$ cat src/rtl/dram_pkg.sv
// Shared types and geometry for the DDR4 command decoder and its per-bank tracker.
package dram_pkg;

  localparam int unsigned RANK_BITS       = 2;
  localparam int unsigned BANK_GROUP_BITS = 2;
  localparam int unsigned BANK_BITS       = 2;
  localparam int unsigned ADDR_BITS       = 14;
  localparam int unsigned ROW_BITS        = 16;
  localparam int unsigned COLUMN_BITS     = 10;
  localparam int unsigned BANK_IDX_BITS   = BANK_GROUP_BITS + BANK_BITS;
  localparam int unsigned NBANK           = 2 ** BANK_IDX_BITS;

  typedef enum logic [3:0] {
    DEC_DES,
    DEC_NOP,
    DEC_ACT,
    DEC_RD,
    DEC_WR,
    DEC_PRE,
    DEC_PREA,
    DEC_REF,
    DEC_MRS,
    DEC_ZQC
  } dec_cmd_t;

  // DES and NOP carry no work and are exempt from the tRFC check.
  function automatic logic is_real_cmd(dec_cmd_t c);
    return !(c == DEC_DES || c == DEC_NOP);
  endfunction

endpackage

$ cat src/rtl/dram_bank_tracker.sv
// One bank-table entry: open flag, open row, and tRCD/tRP down-counters.
module dram_bank_tracker
  import dram_pkg::*;
#(
  parameter int unsigned T_RCD = 16,
  parameter int unsigned T_RP  = 16,
  parameter int unsigned TW    = 10
) (
  input  logic                clk_i,
  input  logic                rst_i,
  input  logic                act_i,
  input  logic                pre_i,
  input  logic                prea_i,
  input  logic [ROW_BITS-1:0] row_i,
  output logic                is_open_o,
  output logic [ROW_BITS-1:0] row_o,
  output logic                rcd_busy_o,
  output logic                rp_busy_o
);

  logic                open_q, open_d;
  logic [ROW_BITS-1:0] row_q, row_d;
  logic [TW-1:0]       rcd_q, rcd_d;
  logic [TW-1:0]       rp_q, rp_d;

  always_comb begin
    open_d = open_q;
    row_d  = row_q;
    rcd_d  = (rcd_q != '0) ? rcd_q - TW'(1) : '0;
    rp_d   = (rp_q != '0) ? rp_q - TW'(1) : '0;
    // ACT to an open bank and PRE to a closed bank leave the entry untouched.
    if (act_i && !open_q) begin
      open_d = 1'b1;
      row_d  = row_i;
      rcd_d  = TW'(T_RCD - 1);
    end else if ((pre_i || prea_i) && open_q) begin
      open_d = 1'b0;
      rp_d   = TW'(T_RP - 1);
    end
  end

  always_ff @(posedge clk_i) begin
    if (rst_i) begin
      open_q <= 1'b0;
      row_q  <= '0;
      rcd_q  <= '0;
      rp_q   <= '0;
    end else begin
      open_q <= open_d;
      row_q  <= row_d;
      rcd_q  <= rcd_d;
      rp_q   <= rp_d;
    end
  end

  assign is_open_o  = open_q;
  assign row_o      = row_q;
  assign rcd_busy_o = (rcd_q != '0);
  assign rp_busy_o  = (rp_q != '0);

endmodule

$ cat src/rtl/dram_cmd_decoder.sv
// Device-side DDR4 command decoder: registered command/fields, bank table and
// tRCD/tRP/tRFC protocol checks.
module dram_cmd_decoder
  import dram_pkg::*;
#(
  parameter int unsigned T_RCD = 16,
  parameter int unsigned T_RP  = 16,
  parameter int unsigned T_RFC = 350,
  parameter int unsigned TW    = 10
) (
  input  logic                       CLK,
  input  logic                       RST,
  input  logic                       CKE,
  input  logic                       CS_n,
  input  logic                       ACT_n,
  input  logic                       RAS_n_A16,
  input  logic                       CAS_n_A15,
  input  logic                       WE_n_A14,
  input  logic                       ADDR_17,
  input  logic [RANK_BITS-1:0]       C,
  input  logic [BANK_GROUP_BITS-1:0] BG,
  input  logic [BANK_BITS-1:0]       BA,
  input  logic [ADDR_BITS-1:0]       ADDR,
  output dec_cmd_t                   cmd,
  output logic                       cmd_valid,
  output logic [RANK_BITS-1:0]       rank,
  output logic [BANK_IDX_BITS-1:0]   bank,
  output logic [ROW_BITS-1:0]        row,
  output logic [COLUMN_BITS-1:0]     col,
  output logic                       err_act_open,
  output logic                       err_closed,
  output logic                       err_trcd,
  output logic                       err_trp,
  output logic                       err_trfc,
  output logic                       err_ref_open,
  output logic                       err_any
);

  dec_cmd_t                 dec_cmd;
  logic [BANK_IDX_BITS-1:0] bank_idx;
  logic [ROW_BITS-1:0]      act_row;
  logic                     is_act, is_rdwr, is_ref;

  logic [NBANK-1:0]    bank_open, rcd_busy, rp_busy, act_vec, pre_vec;
  logic [ROW_BITS-1:0] bank_row [NBANK];

  logic [TW-1:0] trfc_q, trfc_d;

  dec_cmd_t                 cmd_q;
  logic                     valid_q, valid_d;
  logic [RANK_BITS-1:0]     rank_q, rank_d;
  logic [BANK_IDX_BITS-1:0] bank_q, bank_d;
  logic [ROW_BITS-1:0]      row_q, row_d;
  logic [COLUMN_BITS-1:0]   col_q, col_d;
  logic [5:0]               err_q, err_d;
  logic                     err_any_q;

  assign bank_idx = {BG, BA};
  assign act_row  = ROW_BITS'({ADDR_17, RAS_n_A16, CAS_n_A15, WE_n_A14, ADDR});

  always_comb begin
    dec_cmd = DEC_DES;
    if (CKE && !CS_n) begin
      if (!ACT_n) begin
        dec_cmd = DEC_ACT;
      end else begin
        unique case ({RAS_n_A16, CAS_n_A15, WE_n_A14})
          3'b000:  dec_cmd = DEC_MRS;
          3'b001:  dec_cmd = DEC_REF;
          3'b010:  dec_cmd = ADDR[10] ? DEC_PREA : DEC_PRE;
          3'b011:  dec_cmd = DEC_NOP;
          3'b100:  dec_cmd = DEC_WR;
          3'b101:  dec_cmd = DEC_RD;
          3'b110:  dec_cmd = DEC_ZQC;
          default: dec_cmd = DEC_NOP;
        endcase
      end
    end
  end

  assign is_act  = (dec_cmd == DEC_ACT);
  assign is_rdwr = (dec_cmd == DEC_RD) || (dec_cmd == DEC_WR);
  assign is_ref  = (dec_cmd == DEC_REF);

  for (genvar i = 0; i < int'(NBANK); i++) begin : g_bank
    assign act_vec[i] = is_act && (bank_idx == BANK_IDX_BITS'(i));
    assign pre_vec[i] = (dec_cmd == DEC_PRE) && (bank_idx == BANK_IDX_BITS'(i));

    dram_bank_tracker #(
      .T_RCD(T_RCD),
      .T_RP (T_RP),
      .TW   (TW)
    ) u_bank (
      .clk_i     (CLK),
      .rst_i     (RST),
      .act_i     (act_vec[i]),
      .pre_i     (pre_vec[i]),
      .prea_i    (dec_cmd == DEC_PREA),
      .row_i     (act_row),
      .is_open_o (bank_open[i]),
      .row_o     (bank_row[i]),
      .rcd_busy_o(rcd_busy[i]),
      .rp_busy_o (rp_busy[i])
    );
  end

  // All checks look at the table as it stood before this edge's update.
  always_comb begin
    valid_d = is_real_cmd(dec_cmd);
    rank_d  = '0;
    bank_d  = '0;
    row_d   = '0;
    col_d   = '0;
    if (dec_cmd != DEC_DES) begin
      rank_d = C;
      bank_d = bank_idx;
    end
    // RD/WR report the row currently open in the addressed bank.
    if (is_act) begin
      row_d = act_row;
    end else if (is_rdwr) begin
      col_d = ADDR[COLUMN_BITS-1:0];
      if (bank_open[bank_idx]) row_d = bank_row[bank_idx];
    end

    err_d[5] = is_act && bank_open[bank_idx];
    err_d[4] = is_rdwr && !bank_open[bank_idx];
    err_d[3] = is_rdwr && bank_open[bank_idx] && rcd_busy[bank_idx];
    err_d[2] = is_act && rp_busy[bank_idx];
    err_d[1] = valid_d && (trfc_q != '0);
    err_d[0] = is_ref && (|bank_open);

    if (is_ref) begin
      trfc_d = TW'(T_RFC - 1);
    end else begin
      trfc_d = (trfc_q != '0) ? trfc_q - TW'(1) : '0;
    end
  end

  always_ff @(posedge CLK) begin
    if (RST) begin
      cmd_q     <= DEC_DES;
      valid_q   <= 1'b0;
      rank_q    <= '0;
      bank_q    <= '0;
      row_q     <= '0;
      col_q     <= '0;
      err_q     <= '0;
      err_any_q <= 1'b0;
      trfc_q    <= '0;
    end else begin
      cmd_q     <= dec_cmd;
      valid_q   <= valid_d;
      rank_q    <= rank_d;
      bank_q    <= bank_d;
      row_q     <= row_d;
      col_q     <= col_d;
      err_q     <= err_d;
      err_any_q <= err_any_q | (|err_d);
      trfc_q    <= trfc_d;
    end
  end

  assign cmd          = cmd_q;
  assign cmd_valid    = valid_q;
  assign rank         = rank_q;
  assign bank         = bank_q;
  assign row          = row_q;
  assign col          = col_q;
  assign err_act_open = err_q[5];
  assign err_closed   = err_q[4];
  assign err_trcd     = err_q[3];
  assign err_trp      = err_q[2];
  assign err_trfc     = err_q[1];
  assign err_ref_open = err_q[0];
  assign err_any      = err_any_q;

endmodule

$ cat config.mk
export PLATFORM = sky130hd
export DESIGN_NAME = dram_cmd_decoder
export DESIGN_NICKNAME = d
export VERILOG_FILES = /design/src/rtl/dram_pkg.sv /design/src/rtl/dram_bank_tracker.sv /design/src/rtl/dram_cmd_decoder.sv
export SDC_FILE = /design/constraint.sdc
export NUM_CORES = 1
export LEC_CHECK = 0
export CAP_MARGIN = 20
export CELL_PAD_IN_SITES_DETAIL_PLACEMENT = 2
export CELL_PAD_IN_SITES_GLOBAL_PLACEMENT = 2
export CORE_MARGIN = 2
export CORE_UTILIZATION = 41
export CTS_BUF_LIST = sky130_fd_sc_hd__clkbuf_4 sky130_fd_sc_hd__clkbuf_8
export CTS_CLUSTER_DIAMETER = 120
export DETAILED_ROUTE_END_ITERATION = 16
export PLACE_DENSITY = 0.92
export SLEW_MARGIN = 40
export SYNTH_ARGS = -nofsm -noshare
export SYNTH_HDL_FRONTEND = slang
export SYNTH_HIERARCHICAL = 1
export SYNTH_SLANG_ARGS = --single-unit
$ cat constraint.sdc
create_clock -name CLK -period 3 [get_ports CLK]
set_input_delay 0.45 -clock CLK [delete_from_list [all_inputs] [get_ports CLK]]
set_output_delay 0.45 -clock CLK [all_outputs]
set_load 0.005 [all_outputs]
## Yosys cells after proc, flatten, opt, wreduce, memory -nomap -nowiden

Index checks and enable logic that the tools add are counted.

- Register bits: 646
- ROM bits: 0
- Word-level logic and storage cells: 486
- Bits in latches: 0
- Memory bits (writable): 0
- Memories kept: 0

- $lt $le $gt $ge: 2
- $mul: 0
- Muxes and demuxes: 130
- Eq/ne operators: 27
- Shifts and indexed selects: 0
- Reduce and logical (&&, ||, !) cells: 183
- Add/subtract/negate cells: 33
- Bitwise logic cells: 21
- Divide/modulo/power cells: 0

Operators with widths:

| kind | count |
|---|---|
| $mux W10 | 48 |
| $reduce_bool A10 Y1 | 33 |
| $sub A10 B1 Y10 const B | 33 |
| $mux W4 | 34 |
| $mux W16 | 5 |
| $logic_and A1 B1 Y1 | 72 |
| $bmux W16 S4 | 1 |
| $reduce_or A3 Y1 | 18 |
| $mux W1 | 35 |
| $eq A4 B3 Y1 const B | 8 |
| $eq A4 B4 Y1 const B | 8 |
| $reduce_bool A2 Y1 | 16 |
| $pmux W4 S6 | 1 |
| $logic_not A1 Y1 | 19 |
| $not A1 Y1 | 19 |
| $logic_or A1 B1 Y1 | 18 |
| $mux W9 | 2 |
| $eq A4 B2 Y1 const B | 4 |
| $reduce_or A16 Y1 | 1 |
| $bmux W1 S4 | 3 |
| $eq A3 B3 Y1 const B | 3 |
| $eq A4 B1 Y1 const B | 2 |
| $logic_not A4 Y1 | 2 |
| $reduce_or A6 Y1 | 1 |
| other kinds (10) | 10 |

## Longest topological paths before layout

Gate-level depths: netlist of run 1.

- Depth in word-level cells: 10
- Depth in mapped cells: 11
- Mapped depth without buffers: 9

## Cells and area by module

Netlist of run 1, hierarchy kept.

Modules (own cells, without submodules):

| module | area an instance (um2) | cells an instance | times used |
|---|---|---|---|
| dram_bank_tracker (g_bank[0].u_bank ...) | 1545.2 | 173 | 13 |
| dram_bank_tracker (g_bank[7].u_bank ...) | 1565.3 | 173 | 3 |
| dram_cmd_decoder | 4434.3 | 371 | 1 |

## Least setup slack after synthesis of run 1

OpenSTA, ideal clock, no wires.

- Kind: input port to flip-flop
- Start: input port BA[1]
- End: register row_q[0] (netlist: row[0])
- Cell stages on the path: 7
- Required time: 2872 ps
- Library setup time: 128 ps
- Data arrival time: 2158 ps
- Slack: 714 ps
- Cell sequence: buf_2 buf_2 clkbuf_1 mux4_2 mux4_2 a22oi_2 nor2_1

- Word-level cells in the longest chain between the ends: 7

RTL lines:

| element | RTL line | source |
|---|---|---|
| from (decl) | dram_cmd_decoder.sv:22 | `input logic [BANK_BITS-1:0] BA,` |
| $not A4 Y5 (implied by the code) | dram_cmd_decoder.sv:123 | `if (bank_open[bank_idx]) row_d = bank_row[bank_idx];` |
| $bmux W16 S4 | dram_cmd_decoder.sv:123 |  |
| $mux W16 (implied by the code) (2 in series) | dram_cmd_decoder.sv:123 |  |
| $mux W16 * | dram_cmd_decoder.sv:123 |  |
| $mux W16 * | dram_cmd_decoder.sv:121 | `end else if (is_rdwr) begin` |
| $mux W16 * | dram_cmd_decoder.sv:119 | `if (is_act) begin` |
| to (signal assigned) | dram_cmd_decoder.sv:156 | `row_q <= row_d;` |
| to (decl) | dram_cmd_decoder.sv:53 | `logic [ROW_BITS-1:0] row_q, row_d;` |

Mark *: on every way between the ends. The rest lies on a longest branch, timed or not. The select of a mux whose other input is x is not followed.
A chain may end at the register's enable or synchronous reset.

## Worst setup path in the final report of run 1

- Start: register g_bank[5].u_bank.rcd_q[3]
- End: register err_any_q (netlist: err_any)

- Word-level cells in the longest chain between the ends: 6

RTL lines:

| element | RTL line | source |
|---|---|---|
| from (decl) | dram_bank_tracker.sv:23 | `logic [TW-1:0] rcd_q, rcd_d;` |
| from (signal assigned) | dram_bank_tracker.sv:51 | `rcd_q <= rcd_d;` |
| $reduce_bool A10 Y1 | dram_bank_tracker.sv:58 | `assign rcd_busy_o = (rcd_q != '0);` |
| net rcd_busy[5] | dram_cmd_decoder.sv:44 | `logic [NBANK-1:0] bank_open, rcd_busy, rp_busy, act_vec, pre_vec;` |
| $bmux W1 S4 | dram_cmd_decoder.sv:128 | `err_d[3] = is_rdwr && bank_open[bank_idx] && rcd_busy[bank_idx];` |
| $mux W1 (implied by the code) | dram_cmd_decoder.sv:128 |  |
| $logic_and A1 B1 Y1 | dram_cmd_decoder.sv:128 |  |
| $reduce_or A6 Y1 | dram_cmd_decoder.sv:159 | `err_any_q <= err_any_q \| (\|err_d);` |
| $or A1 B1 Y1 | dram_cmd_decoder.sv:159 |  |
| to (signal assigned) | dram_cmd_decoder.sv:159 |  |
| to (decl) | dram_cmd_decoder.sv:56 | `logic err_any_q;` |

The timed path passes the listed nets, and every way through them passes these cells. The select of a mux whose other input is x is not followed.

==> impl_metrics.toml, run 1 <==
[status]
status = "complete, but fails checks"
violations = "negative setup slack"

[logic_synthesis]
synth-async-reset-ratio_pct = 0
synth_top_area_share_pct = 44.3
synthTopCellsByArea = "dfxtp_1, nand2_1, mux4_2, a21oi_1, xor2_1"
yosysMostFrequentCell = "nand2_1"
synth_area_leader_cell = "dfxtp_1"
synthDistinctLibCells = 56
seq_area_frac_synth_pct = 44.3
synth_flop_cell = "dfxtp_1"
synth_area_sq_um = 29200
synth_edf_count = 0
synth-seq-cells = 646
synth_commonest_cells = "nand2_1, dfxtp_1, a21oi_1, nor2_1, xor2_1"
avgSynthCellArea_sq_um = 9.31
netlist_instances = 3139
syn_nets = 3218
yosysWarnings = 6

[worst_hold_path]
whs_path_depth = 3
hold_path_class = "in2reg"
hold_path_startpoint = "ADDR[8]"
whs_endpoint = "g_bank[5].u_bank/row_o[8]"

[critical_path]
reg2reg_depth = 7
r2r_setup_slack_ns = -0.21
end_kind = "flip-flop"
crit_arrival_ns = 3.77
r2r-start = "g_bank[5].u_bank/rcd_q[3]"
critical_path.max_fanout = 7
crit_type = "reg2reg"
startpoint_type = "flip-flop"
worstPathRequired_ns = 3.56
r2r_end = "err_any"

[timing]
worst_slack_ns = -0.206
final-hold-violation-count = 0
rsz0062_at_grt = "yes"
period_minus_slack_ns = 3.21
max_freq_ghz = 0.312
relSlewSlack_pct = 38.5
fin_crit_sh_pct = 107
fin_worst_skew_ns = 0.0573
worst_pin_slew_ns = 0.923
timing.hold.ws_ns = 0.170
setup_tns_ns = -0.262
final-setup-viol-count = 3
drv_slew = 0

[route]
drtIter0Drc = 3189
via_count = 27800
drc_errors = 0
final_antenna_net_count = 0
routed_wl_um = 153000
dr.pass1.iters = 9
wl_per_cell_um = 35.6
viasPerCell = 6.45

[global_routing]
first_global_vias = 31100
grt_remaining_overflow = 0
grt_pass1_wl_um = 212000
antenna_found_initial = 19
grt_usage_pct = 38.5
grt_max_degree = 74

[pwr]
ir_worst_vdd_uv = 425
leakage_uw = 0.0125
powerDensity_nw_per_um2 = 1100

[clocking]
cts_made_buffers = 111
tritoncts = "built"
clkTransAtPathRegs_ns = 0.07
clock_path_buffers = 3
cts-root-buf = "clkbuf_8"
htreeDepth = 3
clkLatencyLatePin_ns = 0.80
clock_sinks = 646

[die]
io_pins = 73
std_cell_rows = 97
dieArea_sq_um = 73400
initial_utilization_pct = 41.6
coreArea_sq_um = 70300
die_w_um = 271
die_y_um = 271

[final_layout]
fin_cells = 4305
stdcell_area_sq_um = 33700
n_fill_cell = 7231
nets = 3338
drive_above_1_share_pct = 18.7
areaGrowthSynthToFinish_pct = 15.5

[place]
place.gp.congestion = 0.808
placed_cells = 4085
dpl-instance-area_sq_um = 31200
portBuffers = 71
dp_hpwl_um = 77000
dp_slack_ns = -0.201

[run]
cap_violations = 0
## flip-flops by register name, indices dropped and copies added (netlist names)
signal                   count
err_any                      1
cmd                          4
col                         10
g_bank.u_bank/is_open_o     16
trfc_q                      10
bank                         4
err_q                        6
g_bank.u_bank/row_o        256
cmd_valid                    1
g_bank.u_bank/rp_q         160
row                         16
g_bank.u_bank/rcd_q        160
rank                         2
## routing by layer
metal	share of wire, %	GRT usage [%]
met2	49	68.1
met5	0.11	0
met4	9.1	29.8
met1	33	39.5
met3	8.5	8.61
## power by group
part | total [uW] | leakage [uW] | internal [uW] | switching [uW]
Clock | 9540 | 0.00133 | 5060 | 4480
Combinational | 14700 | 0.00594 | 5430 | 9260
Sequential | 13000 | 0.00527 | 10400 | 2570
## metrics by stage
stage / utilization [%] / total power [uW]
final: 48.0 / 37200
after global placement: 44.4 / 23300
after CTS: 48.0 / 36500
after detailed placement: 44.4 / 25400
after global routing: 48.0 / 38500
after floorplan: - / 21700
## worst max-delay path: stages, from the launching register on
cell and delay [ns]:
dfxtp_1 0.40, nor3_4 0.42, nand4b_2 0.32, mux4_1 0.65, mux4_2 0.71, inv_1 0.13
nand2_1 0.10, o2bb2ai_1 0.29
## layout make-up
cell class / instances / area, sq um / area share [%]
multi-input combinational: 2274 / 15400 / 45.5
tap: 940 / 1180 / 3.49
timing repair buffer: 156 / 1470 / 4.37
clock buffer: 175 / 2220 / 6.58
sequential: 646 / 12900 / 38.3
clock inverter: 30 / 274 / 0.812
antenna: 14 / 35.0 / 0.104
inverter: 70 / 263 / 0.779
## worst max-delay path by stage
stage / startpoint / end / cells past startpoint
global placement: CAS_n_A15 / g_bank[13].u_bank/rp_q[4] / 11
floorplan: BA[1] / row[0] / 7
finish: g_bank[5].u_bank/rcd_q[3] / err_any / 7
CTS: g_bank[0].u_bank/rp_q[0] / err_any / 9
detailed placement: CAS_n_A15 / g_bank[15].u_bank/rp_q[7] / 11
global route: g_bank[2].u_bank/rp_q[0] / err_any / 9
## cell families (layout without fill, tap and decap cells)
family | count (synthesis) | count (layout) | synth area share [%]
mux | 93 | 93 | 7.22
flops | 646 | 646 | 44.3
xor+xnor | 216 | 216 | 6.47
other cells | 0 | 14 | 0
compound gates | 513 | 513 | 9.77
simple gates | 1402 | 1402 | 26.9
buf+inv | 219 | 431 | 3.27
fa+ha+maj | 50 | 50 | 2.14
## what timing repair did
action	CTS	global route
hold buffers	0	0
buffers inserted	0	1
setup endpoints to repair	0	2
gates resized for setup	0	2
## cells in the final DEF (no fill, tap or decap), drive strengths merged, types with 71 or more instances in the layout
cell type,count
xnor2,71
inv,73
xor2,145
nand2,703
dfxtp,646
clkbuf,175
nor2,301
buf,99
mux4,93
a21oi,354
(Power assumes the default switching activity.)
==> run 2: changes to the inputs <==
--- a/config.mk
+++ b/config.mk
@@ -14,7 +14,7 @@
 export CTS_CLUSTER_DIAMETER = 120
 export DETAILED_ROUTE_END_ITERATION = 16
 export PLACE_DENSITY = 0.92
-export SLEW_MARGIN = 40
+export SLEW_MARGIN = 20
 export SYNTH_ARGS = -nofsm -noshare
 export SYNTH_HDL_FRONTEND = slang
 export SYNTH_HIERARCHICAL = 1
==> impl_metrics.toml, run 2 (synthesis gave the netlist of run 1 again) <==
[timing]
period_minus_slack_ns = 3.03
relSlewSlack_pct = 17.4
max_freq_ghz = 0.330
fin_worst_skew_ns = 0.0494
worst_slack_ns = -0.0298
worst_pin_slew_ns = 1.24
drv_slew = 0
rsz0062_at_grt = "no"
final-hold-violation-count = 0
final-setup-viol-count = 2
fin_crit_sh_pct = 101

[clocking]
clkLatencyLatePin_ns = 0.79
clkTransAtPathRegs_ns = 0.06
post_cts.repair.setup_buffers = 0
clock_sinks = 646
cts_hold_buf = 0
cts-resized-gates = 0
cts-root-buf = "clkbuf_8"
tritoncts = "built"
clock_path_buffers = 3
cts_made_buffers = 112
htreeDepth = 3

[critical_path]
crit_type = "in2reg"
r2r-start = "g_bank[11].u_bank/rcd_q[6]"
crit_arrival_ns = 3.68
critPathSlowestCell = "clkdlybuf4s50_1"
worstPathRequired_ns = 3.65
r2r_setup_slack_ns = 0.06
cp_common_cell = "nor2_1"
end_kind = "flip-flop"
worst-path-buf-inv = 2
cp-startpoint = "CAS_n_A15"
critical_path.max_fanout = 6
critical-path-top-delay-family = "simple AND/OR/NAND/NOR gates"
startpoint_type = "primary input"
critPathMaxStageDelay_ns = 0.72
worstPathCellList = "clkdlybuf4s50_1 -> nor2b_1 -> nand2_1 -> nor3_1 -> buf_4 -> nand3_1 -> nor2_1 -> o21ai_1 -> and2b_1 -> nand2_4 -> nor2_1"

[pwr]
comb_power_share_pct = 39.6
ir_worst_vdd_uv = 445
power_uw = 35900
leakage_uw = 0.0125
powerDensity_nw_per_um2 = 1070
p_sw_share_pct = 43.3
power.internal_uw = 20400
clkPwrFrac_pct = 24.6
power_frac_seq_pct = 35.8
power.switching_uw = 15600

[global_routing]
grtUsageMet3_pct = 11.8
grt_usage_pct = 39.1
grt_util_met2_pct = 66.6
first_global_vias = 31300
antenna_found_initial = 30
top_usage_layer = "met2"
grt_remaining_overflow = 0
use_met1_pct = 39.6
grt_pass1_wl_um = 215000
grt_max_degree = 74

[final_layout]
n_fill_cell = 7304
drive_above_1_share_pct = 18.2
seq_area_sq_um = 12900
nets = 3338
final_common_cell = "nand2_1"
areaGrowthSynthToFinish_pct = 14.8
largest_register_ffs = 256
multiInputGateArea_sq_um = 15400
fin_cells = 4294
layout_common_cells = "nand2_1, dfxtp_1, a21oi_1"

[route]
dr.pass1.iters = 5
drtIter0Drc = 2497
via_count = 27100
viasPerCell = 6.31
routed_wl_um = 145000
final_antenna_net_count = 0
drc_errors = 0
wl_per_cell_um = 33.7

[worst_hold_path]
hold_path_startpoint = "BG[0]"
hold_path_class = "in2reg"

[die]
io_pins = 73
coreArea_sq_um = 70300
die_w_um = 271
dieArea_sq_um = 73400
initial_utilization_pct = 41.6
die_y_um = 271
std_cell_rows = 97

[place]
portBuffers = 71
dp_hpwl_um = 76800
placed_cells = 4085
place.gp.congestion = 0.808

[status]
status = "complete, but fails checks"
violations = "negative setup slack"

[run]
cap_violations = 0
[run 2: cell types whose count changed in the layout (fill, tap and decap cells not counted), moves of 2 or more]
cell	change
clkbuf_4	+4
bufinv_16	-4
clkinvlp_4	-2
clkdlybuf4s50_1	+7
clkbuf_8	-7
buf_2	-7
[run 2: area by class of cell]
cell class | instances | area share, %
Sequential cell | 646 | 38.5
Multi-Input combinational cell | 2274 | 45.8
Timing Repair Buffer | 155 | 4.47
Clock inverter | 24 | 0.425
Clock buffer | 172 | 6.42
Tap cell | 940 | 3.51
Antenna cell | 13 | 0.0970
Inverter | 70 | 0.783
[run 2: final timing paths]
kind | end | cells past startpoint
max reg2reg | err_any | 7
min | bank[2] | 2
min reg2reg | g_bank[1].u_bank/row_o[12] | 2
max | g_bank[13].u_bank/rp_q[7] | 11
[run 2: power groups by stage]
stage                     combinational, uW  clock, uW  sequential, uW
after CTS                             14000       8910           12800
after global routing                  15200       9280           13000
after detailed placement              12700          0           12700
after floorplan                        9520          0           12200
after global placement                11000          0           12300
final                                 14200       8860           12900
[run 2: worst register-to-register path, stage by stage, from the launching register on]
cell,delay [ns]
dfxtp_1,0.36
nor4_4,0.41
nand4b_2,0.25
mux4_1,0.66
mux4_2,0.71
inv_1,0.18
nand2_1,0.10
o2bb2ai_1,0.15
[run 2: metrics by stage]
step / setup TNS (ns) / util, % / worst slack [ns] / hold slack, ns / area, sq um
floorplan: 0 / - / 0.714 / 0.433 / 29200
global placement: 0 / 44.4 / 0.122 / 0.438 / 31200
detailed placement: -11.65 / 44.4 / -0.276 / 0.451 / 31200
CTS: 0 / 47.7 / 0.163 / 0.131 / 33500
global route: 0 / 47.7 / 0.0213 / 0.142 / 33500
finish: -0.0393 / 47.7 / -0.0298 / 0.185 / 33600
[run 2: metal layers]
metal  vias up  part of all wire [%]
li1      10900                     -
met2      1730                    49
met3       868                   8.0
met1     13600                    34
met5         -                  0.20
met4        32                   8.8
